==> src/rtl/seq_gen.sv <==
// Parallel-to-serial word generator with selectable bit order, abort, and
// overlapping 4-bit pattern counting (1101 / 0110) over the emitted bits.
//
//  state | meaning
//  ------+-----------------------------------------------------------
//  IDLE  | ready for a new word; outputs quiet
//  SHIFT | one word bit per cycle on dout, bit index in bit_cnt
//  DONE  | single-cycle done pulse; hit_cnt is final
module seq_gen #(
    parameter int WIDTH = 16
) (
    input  logic             clk,
    input  logic             rst_n,
    input  logic             load,
    input  logic [WIDTH-1:0] din_par,
    input  logic             msb_first,
    input  logic             abort,
    output logic             ready,
    output logic             dout,
    output logic             dout_vld,
    output logic             done,
    output logic [5:0]       hit_cnt
);

    localparam int CW = $clog2(WIDTH);
    localparam logic [CW-1:0] LAST_BIT = CW'(WIDTH - 1);
    localparam logic [CW-1:0] FIRST_WIN = CW'(3);

    localparam logic [1:0] IDLE  = 2'd0;
    localparam logic [1:0] SHIFT = 2'd1;
    localparam logic [1:0] DONE  = 2'd2;

    logic [1:0]       state;
    logic [WIDTH-1:0] sreg;
    logic             msb_q;
    logic [CW-1:0]    bit_cnt;
    logic [2:0]       hist;
    logic [3:0]       window;
    logic             hit;
    logic             next_bit;

    // Oldest emitted bit sits in the window MSB; dout is the bit currently on the wire.
    assign window   = {hist, dout};
    assign hit      = (bit_cnt >= FIRST_WIN) && ((window == 4'b1101) || (window == 4'b0110));
    assign next_bit = msb_q ? sreg[WIDTH-1] : sreg[0];
    assign ready    = (state == IDLE);

    always_ff @(posedge clk or negedge rst_n) begin
        if (!rst_n) begin
            state    <= IDLE;
            sreg     <= '0;
            msb_q    <= 1'b0;
            bit_cnt  <= '0;
            hist     <= '0;
            dout     <= 1'b0;
            dout_vld <= 1'b0;
            done     <= 1'b0;
            hit_cnt  <= '0;
        end else begin
            case (state)
                IDLE: begin
                    done <= 1'b0;
                    if (load) begin
                        // sreg holds the bits still to be emitted after the first one
                        sreg     <= msb_first ? (din_par << 1) : (din_par >> 1);
                        msb_q    <= msb_first;
                        dout     <= msb_first ? din_par[WIDTH-1] : din_par[0];
                        dout_vld <= 1'b1;
                        bit_cnt  <= '0;
                        hist     <= '0;
                        hit_cnt  <= '0;
                        state    <= SHIFT;
                    end
                end
                SHIFT: begin
                    if (abort) begin
                        dout     <= 1'b0;
                        dout_vld <= 1'b0;
                        state    <= IDLE;
                    end else begin
                        if (hit) begin
                            hit_cnt <= hit_cnt + 6'd1;
                        end
                        hist <= {hist[1:0], dout};
                        if (bit_cnt == LAST_BIT) begin
                            dout     <= 1'b0;
                            dout_vld <= 1'b0;
                            done     <= 1'b1;
                            state    <= DONE;
                        end else begin
                            dout    <= next_bit;
                            sreg    <= msb_q ? (sreg << 1) : (sreg >> 1);
                            bit_cnt <= bit_cnt + CW'(1);
                        end
                    end
                end
                DONE: begin
                    done  <= 1'b0;
                    state <= IDLE;
                end
                default: begin
                    dout     <= 1'b0;
                    dout_vld <= 1'b0;
                    done     <= 1'b0;
                    state    <= IDLE;
                end
            endcase
        end
    end

endmodule
==> config.mk <==
export PLATFORM = sky130hd
export DESIGN_NAME = seq_gen
export DESIGN_NICKNAME = d
export VERILOG_FILES = /design/src/rtl/seq_gen.sv
export SDC_FILE = /design/constraint.sdc
export NUM_CORES = 1
export LEC_CHECK = 0
export ABC_AREA = 0
export CAP_MARGIN = 30
export CORE_MARGIN = 2
export CORE_UTILIZATION = 30
export DETAILED_ROUTE_END_ITERATION = 10
export GPL_TIMING_DRIVEN = 0
export PLACE_DENSITY = 0.57
export SYNTH_ARGS = -nofsm -noshare
export SYNTH_HDL_FRONTEND = slang
export SYNTH_SLANG_ARGS = --single-unit
==> constraint.sdc <==
create_clock -name clk -period 2.2 [get_ports clk]
set_clock_uncertainty 0.1 [all_clocks]
set_input_delay 0.22 -clock clk [delete_from_list [all_inputs] [get_ports clk]]
set_output_delay 0.22 -clock clk [all_outputs]
set_load 0.02 [all_outputs]
==> out/metrics.csv, run 1 <==
metric,value,unit
status,"finished, final reports clean",
cp-start-kind,flip-flop,
synth_cell_types,39,
place_ws,-0.008677,ns
antenna_found_initial,0,
route.detailed.drc,0,
worst_hold_slack,0.3888,ns
r2r_slack,0.17,ns
grt_overflow_total,0,
fin_cells,328,
track_usage,13.95,%
ys_ff_latch,35,
insertion_delay,0.29,ns
worstRegToRegCells,5,
cp-startpoint,bit_cnt[0],
row_count,30,
drive_gt1_share,16.94,%
worst_slack,0.1675,ns
netlist_area,0.002095,sq mm
ant_nets,0,
syn-instance-count,209,
regToRegStartpoint,bit_cnt[0],
final_util,38.57,%
setup_viol,0,
worstReg2RegEnd,sreg[11],
max_freq,492.0,MHz
diodes,0,
gp_congestion,0.7981,
vias,1722,
drt-initial-drc-count,108,
leakagePower,1.072,nW
core,0.006756,sq mm
hp-start,done,
crit_required,2.28,ns
cts_tree,yes,
whs_endpoint,done,
cts_root_buffer,clkbuf_8,
wl_per_cell,15.21,microns
peakVddDrop,0.2870,mV
grt_pass1_vias,1639,
synth.top_cells.by_count,"35 x dfrtp_1, 21 x a21oi_1, 17 x mux2i_1",
seq_area_frac_synth,41.82,%
ios,31,
synthToLayoutAreaGrowth,24.43,%
end_kind,flip-flop,
syn-mean-instance-area,10.02,sq um
grt_pass1_wl,8314,microns
drtPass1Iterations,4,
rsz0062_at_grt,no,
ys_top_cells_by_area,"dfrtp_1 42%, mux2_2 8.6%, mux2i_1 8.1%",
synth_edf_count,0,
dieArea,0.007666,sq mm
grt_max_degree,36,
final_cell_area,0.002606,sq mm
crit_arrival,2.11,ns
clk_pin_slew,0.07,ns
wl,4990,microns
die_x,87.56,microns
finalPower,2.314,mW
hold_depth,1,
synth_area_leader_cell,dfrtp_1,
portBuffers,30,
yosys_warnings,0,
clock-sinks,35,
place_inst,319,
synth_nets,232,
crit_type,flip-flop to flip-flop,
tightest_slew,0.8095,ns
die_h,87.56,microns
synth-main-ff-cell,dfrtp_1,
placed_area,0.002490,sq mm
setup-tns-final,0,ns
finalMaxSlewViolations,0,
routed_via_density,5.250,
hp-class,flip-flop to flip-flop,
hold_viol,0,
worst-path-max-fanout,10,
initial_core_util,31.00,%
dp.final_hpwl,3595,microns
async_flop_share,100.0,%
htree_levels,2,
power_density,887.8,mW/mm^2
synth_top_cell_area_share,41.82,%
slew_headroom,46.03,%
cts_made_buffers,5,
period_needed,2.032,ns
clock_path_buffers,2,
cap_viol_max_count,0,
post-route-period-util,92.38,%
layout.nets,270,
yosysMostFrequentCell,dfrtp_1,
==> cell type report <==
cell class,instances,area (sq um)
Timing Repair Buffer,31,305.3
Multi-Input combinational cell,157,1132
Fill cell,686,4150
Buffer,15,81.33
Tap cell,80,100.1
Clock inverter,1,7.507
Clock buffer,7,96.34
Sequential cell,35,875.8
Inverter,2,7.507
==> per-layer routing <==
metal	up-vias	GRT usage, %	part of all wire (%)
li1	845	-	-
met3	6	2.639	2.2
met2	18	20.25	47
met4	0	4.196	1.4
met5	-	0	0
met1	853	21.01	49
==> state kept, by name, summed over array words and instances, names as in the netlist <==
register,cells
hit_cnt,6
state,2
bit_cnt,4
done,1
msb_q,1
sreg,16
hist,3
dout,1
dout_vld,1
==> power by group <==
group	switching [mW]	internal (mW)	leakage [nW]
combinational	0.367	0.415	0.585
sequential	0.165	0.836	0.437
clock	0.246	0.285	0.0505
total	0.778	1.54	1.07
==> how the worst max path moves through the flow <==
stage | end | slack (ns)
after floorplan | sreg[10] | 0.37
after global placement | sreg[3] | -0.04
after detailed placement | sreg[14] | -0.009
after CTS | ready | 0.08
after global routing | sreg[8] | 0.08
final | sreg[11] | 0.17
==> logic make-up after synthesis <==
family / synth area share (%)
multiplexers: 17.26
buffers and inverters: 4.241
adder cells (fa/ha/maj): 1.195
AND/OR/NAND/NOR: 16.55
flip-flops: 41.82
AO/OA/AOI/OAI: 18.94
==> timing repair <==
| item | 4_1_cts | 5_1_grt |
|---|---|---|
| buffers inserted | 0 | 0 |
| setup endpoints to repair | 0 | 1 |
| gates resized for setup | 0 | 1 |
| hold buffers | 1 | 0 |
| endpoints found under the hold margin | 35 | 0 |
==> placed cells by master (no fill, tap or decap), types with 3 or more instances in the layout <==
cell type	instances
nand3_1	8
clkdlybuf4s50_1	29
and3_1	3
nand2_1	14
clkbuf_1	4
buf_2	9
mux2_2	16
a21o_1	3
a21oi_1	21
nor2_1	4
a211oi_1	14
nor2b_1	16
mux2i_1	17
dfrtp_1	35
nand3b_1	3
nor3_1	3
nand2b_1	3
clkbuf_8	7
o21ai_0	7
==> worst max-delay path, stage by stage, from the launching register on <==
cell and delay [ns]:
dfrtp_1 0.41, ha_1 0.27, and3_1 0.19, a221oi_4 0.34, buf_4 0.26, mux2_2 0.35
Note: power is estimated with default switching activity, not from simulation.
==> run 2: changes to the inputs <==
Settings changed: ABC_AREA 0 to not set, CTS_CLUSTER_SIZE set to 8, SKIP_LAST_GASP set to 1.
==> results of run 2 <==
Same layout as run 1: the final DEF is identical, and so are final timing and power.
==> run 3: changes to the inputs <==
Settings changed: CAP_MARGIN 30 to 20.
==> results of run 3 <==
Same layout as run 1: the final DEF is identical, and so are final timing and power.
